### src/rtl/dh_pkg.sv
// Shared definitions for the Diffie-Hellman modular exponentiation datapath:
// controller state encoding, default width and index-width helper.
package dh_pkg;

   localparam int DEFAULT_N = 8;
   localparam int STATE_W   = 3;

   typedef enum logic [STATE_W-1:0] {
      ST_IDLE = 3'd0,
      ST_LOAD = 3'd1,
      ST_SQR  = 3'd2,
      ST_MUL  = 3'd3,
      ST_DONE = 3'd4
   } state_e;

   // Bits needed to hold an index 0..n-1 (never narrower than one bit).
   function automatic int idx_width(input int n);
      return (n <= 2) ? 1 : $clog2(n);
   endfunction

endpackage

### src/rtl/mod_mul.sv
// Sequential interleaved modular multiplier: p = a*b mod m, one b bit per cycle,
// MSB first. The first bit is folded into the start cycle so done lands at t+N.
module mod_mul
   import dh_pkg::*;
#(
   parameter int N = DEFAULT_N
) (
   input  logic         clk,
   input  logic         rst,
   input  logic         ena,
   input  logic         start,
   input  logic [N-1:0] a,
   input  logic [N-1:0] b,
   input  logic [N-1:0] m,
   output logic [N-1:0] p,
   output logic         done
);

   localparam int CW = idx_width(N);

   logic [N-1:0]  r_q, r_d;
   logic [N-1:0]  a_q, a_d;
   logic [N-1:0]  m_q, m_d;
   logic [N-1:0]  b_q, b_d;
   logic [CW-1:0] cnt_q, cnt_d;
   logic          active_q, active_d;
   logic          done_q, done_d;

   // One interleaved step; r < m and a < m keep every partial sum below 2m.
   function automatic logic [N-1:0] mm_step(input logic [N-1:0] r,
                                            input logic [N-1:0] aa,
                                            input logic [N-1:0] mm,
                                            input logic         bit_v);
      logic [N:0] t;
      t = {r, 1'b0};
      if (t >= {1'b0, mm}) t = t - {1'b0, mm};
      if (bit_v) begin
         t = t + {1'b0, aa};
         if (t >= {1'b0, mm}) t = t - {1'b0, mm};
      end
      return t[N-1:0];
   endfunction

   always_comb begin
      r_d      = r_q;
      a_d      = a_q;
      m_d      = m_q;
      b_d      = b_q;
      cnt_d    = cnt_q;
      active_d = active_q;
      done_d   = 1'b0;
      if (start) begin
         a_d      = a;
         m_d      = m;
         b_d      = b << 1;
         r_d      = mm_step('0, a, m, b[N-1]);
         cnt_d    = CW'(N-1);
         active_d = 1'b1;
      end else if (active_q) begin
         r_d   = mm_step(r_q, a_q, m_q, b_q[N-1]);
         b_d   = b_q << 1;
         cnt_d = cnt_q - CW'(1);
         if (cnt_q == CW'(1)) begin
            active_d = 1'b0;
            done_d   = 1'b1;
         end
      end
   end

   always_ff @(posedge clk) begin
      if (rst) begin
         r_q      <= '0;
         a_q      <= '0;
         m_q      <= '0;
         b_q      <= '0;
         cnt_q    <= '0;
         active_q <= 1'b0;
         done_q   <= 1'b0;
      end else if (ena) begin
         r_q      <= r_d;
         a_q      <= a_d;
         m_q      <= m_d;
         b_q      <= b_d;
         cnt_q    <= cnt_d;
         active_q <= active_d;
         done_q   <= done_d;
      end
   end

   assign p    = r_q;
   assign done = done_q;

endmodule

### src/rtl/mod_exp_sqm.sv
// Left-to-right square-and-multiply modular exponentiator res = base^exp mod modulus.
// Optional constant-time schedule runs the multiply for every exponent bit.
//
// state | meaning
// IDLE  | waiting for start
// LOAD  | operand check, acc/index init
// SQR   | acc <= acc*acc mod m
// MUL   | acc*base mod m, kept only when exp[i]=1
// DONE  | rdy pulse, result published
module mod_exp_sqm
   import dh_pkg::*;
#(
   parameter int N          = DEFAULT_N,
   parameter bit CONST_TIME = 1'b1
) (
   input  logic         clk,
   input  logic         rst,
   input  logic         ena,
   input  logic         start,
   input  logic [N-1:0] base,
   input  logic [N-1:0] exp,
   input  logic [N-1:0] modulus,
   output logic [N-1:0] res,
   output logic         rdy,
   output logic         busy,
   output logic         err
);

   localparam int IW = idx_width(N);

   state_e        state_q, state_d;
   logic [N-1:0]  base_q, base_d;
   logic [N-1:0]  exp_q, exp_d;
   logic [N-1:0]  mod_q, mod_d;
   logic [N-1:0]  acc_q, acc_d;
   logic [IW-1:0] idx_q, idx_d;
   logic          issued_q, issued_d;
   logic [N-1:0]  res_q, res_d;
   logic          err_q, err_d;

   logic          mul_start;
   logic [N-1:0]  mul_b;
   logic [N-1:0]  mul_p;
   logic          mul_done;
   logic [N-1:0]  mul_keep;

   assign mul_b    = (state_q == ST_MUL) ? base_q : acc_q;
   assign mul_keep = exp_q[idx_q] ? mul_p : acc_q;

   mod_mul #(.N(N)) u_mul (
      .clk   (clk),
      .rst   (rst),
      .ena   (ena),
      .start (mul_start),
      .a     (acc_q),
      .b     (mul_b),
      .m     (mod_q),
      .p     (mul_p),
      .done  (mul_done)
   );

   always_comb begin
      state_d   = state_q;
      base_d    = base_q;
      exp_d     = exp_q;
      mod_d     = mod_q;
      acc_d     = acc_q;
      idx_d     = idx_q;
      issued_d  = issued_q;
      res_d     = res_q;
      err_d     = err_q;
      mul_start = 1'b0;
      case (state_q)
         ST_IDLE: begin
            if (start) begin
               base_d  = base;
               exp_d   = exp;
               mod_d   = modulus;
               err_d   = 1'b0;
               state_d = ST_LOAD;
            end
         end
         ST_LOAD: begin
            if (mod_q == '0 || base_q >= mod_q) begin
               err_d   = 1'b1;
               res_d   = '0;
               state_d = ST_DONE;
            end else begin
               acc_d   = (mod_q == N'(1)) ? '0 : N'(1);
               idx_d   = IW'(N-1);
               state_d = ST_SQR;
            end
         end
         ST_SQR: begin
            if (!issued_q) begin
               mul_start = 1'b1;
               issued_d  = 1'b1;
            end else if (mul_done) begin
               issued_d = 1'b0;
               acc_d    = mul_p;
               if (exp_q[idx_q] || CONST_TIME) begin
                  state_d = ST_MUL;
               end else if (idx_q == '0) begin
                  res_d   = mul_p;
                  state_d = ST_DONE;
               end else begin
                  idx_d = idx_q - IW'(1);
               end
            end
         end
         ST_MUL: begin
            if (!issued_q) begin
               mul_start = 1'b1;
               issued_d  = 1'b1;
            end else if (mul_done) begin
               // Constant-time dummy multiply: product dropped when the bit is 0.
               issued_d = 1'b0;
               acc_d    = mul_keep;
               if (idx_q == '0) begin
                  res_d   = mul_keep;
                  state_d = ST_DONE;
               end else begin
                  idx_d   = idx_q - IW'(1);
                  state_d = ST_SQR;
               end
            end
         end
         ST_DONE: state_d = ST_IDLE;
         default: state_d = ST_IDLE;
      endcase
   end

   always_ff @(posedge clk) begin
      if (rst) begin
         state_q  <= ST_IDLE;
         base_q   <= '0;
         exp_q    <= '0;
         mod_q    <= '0;
         acc_q    <= '0;
         idx_q    <= '0;
         issued_q <= 1'b0;
         res_q    <= '0;
         err_q    <= 1'b0;
      end else if (ena) begin
         state_q  <= state_d;
         base_q   <= base_d;
         exp_q    <= exp_d;
         mod_q    <= mod_d;
         acc_q    <= acc_d;
         idx_q    <= idx_d;
         issued_q <= issued_d;
         res_q    <= res_d;
         err_q    <= err_d;
      end
   end

   assign res  = res_q;
   assign err  = err_q;
   assign rdy  = (state_q == ST_DONE);
   assign busy = (state_q != ST_IDLE);

endmodule

### config.mk
export PLATFORM = sky130hd
export DESIGN_NAME = mod_exp_sqm
export DESIGN_NICKNAME = d
export VERILOG_FILES = /design/src/rtl/dh_pkg.sv /design/src/rtl/mod_mul.sv /design/src/rtl/mod_exp_sqm.sv
export SDC_FILE = /design/constraint.sdc
export NUM_CORES = 1
export LEC_CHECK = 0
export BUFFER_PORTS_ARGS = -buffer_cell sky130_fd_sc_hd__buf_2
export CAP_MARGIN = 20
export CORE_MARGIN = 2
export CORE_UTILIZATION = 34
export DETAILED_ROUTE_END_ITERATION = 10
export MAX_ROUTING_LAYER = met4
export PLACE_DENSITY = 0.49
export SYNTH_ARGS = -nofsm -noshare
export SYNTH_HDL_FRONTEND = slang
export SYNTH_SLANG_ARGS = --single-unit
### constraint.sdc
create_clock -name clk -period 5.3 [get_ports clk]
set_clock_uncertainty 0.1 [all_clocks]
set_input_delay 0 -clock clk [delete_from_list [all_inputs] [get_ports clk]]
set_output_delay 0 -clock clk [all_outputs]
set_load 0.02 [all_outputs]
==> results of run 1 <==
area by class of cell:
type	count	area (µm²)	share of cell area (%)
flip-flops and latches	84	1680	23.8
multi-input cells	628	4100	57.9
clock inverters	7	56.3	0.797
well taps	225	282	3.98
inverters	44	165	2.34
repair buffers	79	561	7.93
clock buffers	9	225	3.19
worst max-delay path, stage by stage, from the launching register on:
cell      delay, ns
dfxtp_1        0.33
inv_1          0.06
ha_1           0.36
and3_1         0.21
a31o_1         0.22
a311oi_2       0.33
nand2_1        0.14
buf_4          0.20
mux2_2         0.30
ha_1           0.36
o21ai_0        0.11
a21oi_1        0.18
nor2_1         0.07
xnor2_1        0.16
ha_1           0.34
o21ai_0        0.10
a21oi_1        0.21
o22ai_2        0.15
o21ai_2        0.25
nor2_4         0.11
or4_1          0.43
a311oi_2       0.24
how the worst max path moves through the flow:
stage | start | end | slack [ns] | cells after the start
after floorplan | u_mul.m_q[5]$_SDFFE_PP0P_ | u_mul.p[0]$_SDFFE_PP0P_ | 0.57 | 21
after global placement | u_mul.p[2]$_SDFFE_PP0P_ | u_mul.p[0]$_SDFFE_PP0P_ | 0.17 | 20
after detailed placement | u_mul.p[1]$_SDFFE_PP0P_ | u_mul.p[0]$_SDFFE_PP0P_ | 0.04 | 20
after CTS | u_mul.p[1]$_SDFFE_PP0P_ | u_mul.p[4]$_SDFFE_PP0P_ | 0.01 | 20
after global routing | u_mul.m_q[1]$_SDFFE_PP0P_ | u_mul.p[0]$_SDFFE_PP0P_ | -0.02 | 21
final | u_mul.m_q[5]$_SDFFE_PP0P_ | u_mul.p[0]$_SDFFE_PP0P_ | 0.25 | 21
registers in the layout (all words and copies together) (netlist names):
name and count:
base_q 8, res 8, u_mul.done 1, state_q 3, u_mul.b_q 7, err 1, u_mul.active_q 1, idx_q 3
u_mul.cnt_q 3, acc_q 8, mod_q 8, u_mul.m_q 8, u_mul.p 8, exp_q 8, issued_q 1, u_mul.a_q 8
per-layer routing:
metal / up-vias / share of wire (%) / GRT usage, %
li1: 2910 / - / -
met1: 2716 / 46 / 27.1
met2: 131 / 48 / 34.4
met3: 32 / 4.4 / 3.30
met4: 0 / 2.3 / 7.45
met5: - / 0 / -
through the flow:
stage                     hold slack (ns)  total power (W)  TNS (ns)
after floorplan                    0.0360         0.000962         0
after CTS                         0.00581          0.00171         0
after detailed placement            0.146          0.00107         0
after global placement              0.139          0.00107         0
after global routing               0.0692          0.00178   -0.0249
final                              0.0107          0.00170         0
power breakdown:
part	internal, W	switching, W
sequential	0.000646	0.0000223
clock	0.000326	0.000294
combinational	0.000167	0.000241
total	0.00114	0.000557
cell usage in the layout (no fill, tap or decap), types with 13 or more instances in the layout:
cell | Yosys | final
nand2_1 | 115 | 115
a21oi_1 | 105 | 105
nor2_1 | 82 | 82
dfxtp_1 | 84 | 82
ha_1 | 55 | 54
inv_1 | 43 | 42
buf_2 | 0 | 38
dlygate4sd3_1 | 0 | 25
nand3_1 | 23 | 23
mux2i_1 | 22 | 22
xnor2_1 | 21 | 21
o21ai_0 | 19 | 19
buf_4 | 0 | 16
nor3_1 | 16 | 15
a211oi_1 | 14 | 14
a31oi_1 | 13 | 13
kinds of logic (layout without fill, tap and decap cells):
family / after synthesis / count (layout)
fa+ha+maj: 60 / 60
xor+xnor: 30 / 30
flops: 84 / 84
mux: 31 / 31
buf+inv: 74 / 139
simple gates: 285 / 285
compound gates: 222 / 222
timing repair:
| action | in CTS | in global routing |
|---|---|---|
| hold buffers | 25 | 0 |
| setup buffers | 0 | 3 |
| hold endpoints to repair | 27 | 0 |
| endpoints found under the setup margin | 0 | 8 |
| resized for setup | 0 | 7 |
==> summary.md, run 1 <==
| Metric | Value |
|---|---|
| Seq/Total Area, Yosys | `27.9%` |
| Antenna-violating nets left | `0` |
| Die area | `0.0188 mm²` |
| RR Startpoint | `u_mul.m_q[5]$_SDFFE_PP0P_` |
| Warnings, synthesis | `0` |
| Tmin final | `5.05 ns` |
| Setup WS pre-CTS | `0.0448 ns` |
| Power density cells | `between 200 and 250 mW/mm²` |
| HP Start | `start` |
| Nets@finish | `934` |
| Worst-Skew Late Latency | `0.35 ns` |
| FFs w/ async S/R, synth | `0%` |
| Clk buf depth | `2` |
| Post-Syn Nets | `874` |
| Layout cell share with drive strength beyond 1 | `11.6%` |
| Routed WL | `19000 µm` |
| Max-slew violations | `0` |
| Main combinational cell family by area after synthesis | `compound AO/OA/AOI/OAI gates` |
| CTS H-Tree Depth | `3` |
| Tightest Pin Transition | `1.07 ns` |
| DP Cell Count | `1032` |
| IO Count | `39` |
| DP Area | `0.00648 mm²` |
| Max VDD drop | `142 µV` |
| Die Wd | `137 µm` |
| Largest net degree at the start of global routing | `59` |
| Compound-gate portion of the synthesized area | `a little under a quarter` |
| Num CTS Buffers | `9` |
| Die Y | `137 µm` |
| Residual DRC | `0` |
| Overall routing resource usage | `21.3%` |
| Status | `completed` |
| Vias in the first global route | `5527` |
| Inserted Diodes | `0` |
| Post-synthesis xor/xnor area fraction | `4.68%` |
| Leading area contributor after synthesis | `dfxtp_1` |
| Crit-path max FO | `9` |
| CP startpoint kind | `flop` |
| Fmax | `a little under 200 MHz` |
| Synthesized area | `about 0.006 mm²` |
| Synth Area in Simple Gates | `21.0%` |
| Final Cell Area | `0.00707 mm²` |
| CTS tree | `done` |
| Part of the cycle the worst path needs | `95.3%` |
| Hold endpoint | `err$_SDFFE_PP0P_` |
| Slew headroom | `between 20% and 30%` |
| EDFF count, synth | `0` |
| R2R Setup Slk | `0.25 ns` |
| Worst Slack Setup Final | `0.252 ns` |
| Gpl congestion | `between 0.8 and 0.9` |
| Finished Layout Cells | `1076` |
| DRT iter0 DRCs | `~380` |
| Post-Synthesis Cells | `786` |
| Initial Util | `34.8%` |
| Most common cell in the netlist | `nand2_1` |
| Root buffer cell | `clkbuf_16` |
| Via count | `5789` |
| Commonest cells post-synth | `115 x nand2_1, 105 x a21oi_1, 84 x dfxtp_1` |
| Setup CP Type | `reg2reg` |
| Synthesized-area fraction occupied by adder cells | `approximately an eighth` |
| Synth area leaders | `dfxtp_1 28%, ha_1 11%, a21oi_1 8.7%` |
| Core Util, Final | `40.9%` |
| Final hold viol count | `0` |
| R2R cell count | `21` |
| Crit. End Element | `flop` |
| Clock slew seen by the registers of the worst setup and hold paths | `0.07 ns` |
| CP required | `5.47 ns` |
| Wire per inst | `17.6 µm` |
| Worst reg2reg endpoint | `u_mul.p[0]$_SDFFE_PP0P_` |
| Final setup viols | `0` |
| # fillers | `1835` |
| Standard-cell row count | `48` |
| Initial antenna violation count | `0` |
| Mux share of post-synthesis cell area | `5.76%` |
| MaxCap Viol Count | `0` |
| Syn_area_per_cell | `7.66 µm²` |
| Core area | `0.0173 mm²` |
| #FFs+latches synth | `between 80 and 90` |
| # clock sinks | `84` |
| Placed wire-length estimate | `14600 µm` |
| Hold path depth | `4` |
| Grt total ovfl | `0` |
| Port buffer count | `38` |
| Post-DR vias/cell | `5.38` |
| Post-synth top flop | `dfxtp_1` |
| Synth top area share | `between 20% and 30%` |
| DR pass1 iterations | `5` |
| Synth unique cells | `65` |
| HP Class | `in2reg` |
| First-pass GRT wire length | `29600 µm` |
| Leakage Power | `2.84 nW` |
| Data arrival time of the critical path | `5.22 ns` |
| Layout area overhead | `17.4%` |
No activity file was read; power rests on OpenSTA's default activity.
==> inputs of run 2 (changes only) <==
--- a/config.mk
+++ b/config.mk
@@ -8,10 +8,10 @@
 export BUFFER_PORTS_ARGS = -buffer_cell sky130_fd_sc_hd__buf_2
 export CAP_MARGIN = 20
 export CORE_MARGIN = 2
-export CORE_UTILIZATION = 34
+export CORE_UTILIZATION = 55
 export DETAILED_ROUTE_END_ITERATION = 10
 export MAX_ROUTING_LAYER = met4
-export PLACE_DENSITY = 0.49
+export PLACE_DENSITY = 0.72
 export SYNTH_ARGS = -nofsm -noshare
 export SYNTH_HDL_FRONTEND = slang
 export SYNTH_SLANG_ARGS = --single-unit
==> run 2 against run 1 <==
Against the previous run: utilization is 25 points higher; sequential share of layout area decreased by 0.17 points; sequential power barely moved; power decreased by 10%; die area decreased by 37%; critical path type unchanged; final cell count down 5.4%; critical path depth is the same.
==> summary.md, run 2 (same netlist as run 1, synthesis figures left out) <==
| Metric | Value |
|---|---|
| Status | `completed (unchanged)` |
| Clock slew seen by the registers of the worst setup and hold paths | `0.10 ns (was 0.07 ns)` |
| Max-slew violations | `0 (unchanged)` |
| Nets@finish | `961 (was 934)` |
| Antenna-violating nets left | `0 (unchanged)` |
| DP Area | `0.00637 mm² (was 0.00648 mm²)` |
| DP Cell Count | `946 (was 1032)` |
| CTS H-Tree Depth | `3 (unchanged)` |
| Standard-cell row count | `38 (was 48)` |
| Vias in the first global route | `5682 (was 5527)` |
| Finished Layout Cells | `1018 (was 1076)` |
| Max VDD drop | `257 µV (was 142 µV)` |
| Data arrival time of the critical path | `5.24 ns (was 5.22 ns)` |
| Routed WL | `18300 µm (was 19000 µm)` |
| CP required | `5.52 ns (was 5.47 ns)` |
| CTS tree | `done (unchanged)` |
| Slew headroom | `29.6% (was 28.3%)` |
| Placed wire-length estimate | `13300 µm (was 14600 µm)` |
| Post-DR vias/cell | `5.94 (was 5.38)` |
| Part of the cycle the worst path needs | `94.7% (was 95.3%)` |
| # fillers | `929 (was 1835)` |
| Slowest stage delay, CP | `0.43 ns (about the same)` |
| Die Wd | `109 µm (was 137 µm)` |
| Met2 Usage GRT | `53.6% (was 34.4%)` |
| Commonest non-fill, non-tap cell in the layout | `nand2_1 (unchanged)` |
| GRT met3 Usage | `5.86% (was 3.30%)` |
| R2R Setup Slk | `0.28 ns (was 0.25 ns)` |
| RR Startpoint | `u_mul.m_q[5]$_SDFFE_PP0P_ (unchanged)` |
| Layout area overhead | `18.2% (was 17.4%)` |
| Critical path, cell by cell | `inv_1 -> ha_1 -> and3_1 -> a31o_1 -> a311oi_2 -> nand2_2 -> buf_4 -> mux2_2 -> ha_1 -> nand2_1 -> a21oi_1 -> nor2_1 -> xnor2_1 -> ha_1 -> o21ai_0 -> a21oi_1 -> o22ai_1 -> o21ai_2 -> nor2_4 -> or4_1 -> a311oi_2 (was inv_1 -> ha_1 -> and3_1 -> a31o_1 -> a311oi_2 -> nand2_1 -> buf_4 -> mux2_2 -> ha_1 -> o21ai_0 -> a21oi_1 -> nor2_1 -> xnor2_1 -> ha_1 -> o21ai_0 -> a21oi_1 -> o22ai_2 -> o21ai_2 -> nor2_4 -> or4_1 -> a311oi_2)` |
| Initial Util | `56.0% (was 34.8%)` |
| Overall routing resource usage | `33.5% (was 21.3%)` |
| Total power | `0.00153 W (was 0.00170 W)` |
| CP dominant cell by count | `ha_1 (unchanged)` |
| Final setup viols | `0 (unchanged)` |
| Tmin final | `5.02 ns (was 5.05 ns)` |
| Fmax | `199 MHz (was 198 MHz)` |
| Inserted Diodes | `0 (unchanged)` |
| Clk buf depth | `2 (unchanged)` |
| Setup CP Type | `reg2reg (unchanged)` |
| Core area | `0.0107 mm² (was 0.0173 mm²)` |
| Via count | `6043 (was 5789)` |
| DRT iter0 DRCs | `450 (was 378)` |
| HP Class | `in2reg (unchanged)` |
| Num CTS Buffers | `9 (unchanged)` |
| Grt total ovfl | `0 (unchanged)` |
| CP startpoint kind | `flop (unchanged)` |
| Crit. End Element | `flop (unchanged)` |
| R2R cell count | `21 (unchanged)` |
| MaxCap Viol Count | `0 (unchanged)` |
| Wire per inst | `18.0 µm (was 17.6 µm)` |
| DR pass1 iterations | `5 (unchanged)` |
| Die area | `0.0118 mm² (was 0.0188 mm²)` |
| Layout cell share with drive strength beyond 1 | `11.7% (was 11.6%)` |
| Die Y | `109 µm (was 137 µm)` |
| Largest net degree at the start of global routing | `59 (unchanged)` |
| HP Start | `ena (was start)` |
| TNS Setup | `0 ns (unchanged)` |
| # clock sinks | `84 (unchanged)` |
| Commonest cells after routing, fill and taps aside | `114 x nand2_1, 105 x a21oi_1, 83 x dfxtp_1 (was 115 x nand2_1, 105 x a21oi_1, 82 x nor2_1, 82 x dfxtp_1, 54 x ha_1)` |
| Leakage Power | `2.93 nW (was 2.84 nW)` |
| Root buffer cell | `clkbuf_8 (was clkbuf_16)` |
| Crit-path slowest cell | `or4_1 (unchanged)` |
| Worst reg2reg endpoint | `u_mul.p[0]$_SDFFE_PP0P_ (unchanged)` |
| Hold endpoint | `state_q[1]$_SDFFE_PP0P_ (was err$_SDFFE_PP0P_)` |
| Top Usage Layer GRT | `met2 (unchanged)` |
| Hold path depth | `3 (was 4)` |
| Residual DRC | `0 (unchanged)` |
| Met1 usage | `42.7% (was 27.1%)` |
| Initial antenna violation count | `0 (unchanged)` |
| Worst-Skew Late Latency | `0.40 ns (was 0.35 ns)` |
| First-pass GRT wire length | `29100 µm (was 29600 µm)` |
| IO Count | `39 (unchanged)` |
| Gpl congestion | `0.979 (was 0.879)` |
| Tightest Pin Transition | `1.05 ns (was 1.07 ns)` |
| Final Cell Area | `0.00711 mm² (was 0.00707 mm²)` |
| Power density cells | `214 mW/mm² (was 240 mW/mm²)` |
| Crit-path max FO | `8 (was 9)` |
| Port buffer count | `38 (unchanged)` |
| Final hold viol count | `0 (unchanged)` |
run 2: how the worst max path moves through the flow:
stage                                         end  depth (start not counted)  slack [ns]                 startpoint
final                     u_mul.p[0]$_SDFFE_PP0P_                         21        0.28  u_mul.m_q[5]$_SDFFE_PP0P_
after global routing      u_mul.p[0]$_SDFFE_PP0P_                         21     -0.0003  u_mul.m_q[5]$_SDFFE_PP0P_
after CTS                 u_mul.p[4]$_SDFFE_PP0P_                         20        0.04    u_mul.p[1]$_SDFFE_PP0P_
after detailed placement  u_mul.p[4]$_SDFFE_PP0P_                         20        0.09    u_mul.p[1]$_SDFFE_PP0P_
after global placement    u_mul.p[4]$_SDFFE_PP0P_                         20        0.23    u_mul.p[1]$_SDFFE_PP0P_
after floorplan           u_mul.p[0]$_SDFFE_PP0P_                         21        0.57  u_mul.m_q[5]$_SDFFE_PP0P_
run 2: timing repair:
item                                   in CTS  in global routing
hold buffers                               47                  0
setup endpoints to repair                   0                  8
setup buffers                               0                  8
endpoints found under the hold margin      33                  0
gates resized for setup                     0                  7
run 2: cell type report:
class                   instances  area (µm²)  area share [%]
multi-input cells             628        4100            57.6
flip-flops and latches         84        1680            23.7
repair buffers                106         818            11.5
well taps                     140         175            2.46
inverters                      44         165            2.32
clock buffers                  10         128            1.79
clock inverters                 6        50.0           0.703
run 2: worst max-delay path: cells and delay by family, from the launching register on:
family,cells,cell delay (ns)
xor gates and xnor gates,1,0.16
adders and majority gates,3,1.07
and+or+nand+nor,6,1.06
muxes,1,0.29
buffers and inverters,2,0.23
AOI/OAI and AO/OA,8,1.69
DFF,1,0.34
run 2: power breakdown:
group	switching, W	internal [W]
logic	0.000242	0.000177
clock network	0.000264	0.000174
registers	0.0000220	0.000646
total	0.000529	0.000997
run 2: layer usage:
layer,routed length (µm),vias up
li1,-,2964
met1,8120,2841
met2,8690,199
met3,1070,39
met4,453,0
met5,0,-
run 2: through the flow:
stage          util [%]  hold slack (ns)  worst slack, ns
6_report           66.2            0.320            0.282
5_1_grt            66.2            0.311        -0.000339
4_1_cts            65.3            0.291           0.0356
3_5_place_dp       59.3            0.146           0.0870
3_3_place_gp       59.3            0.140            0.228
2_1_floorplan         -           0.0360            0.567
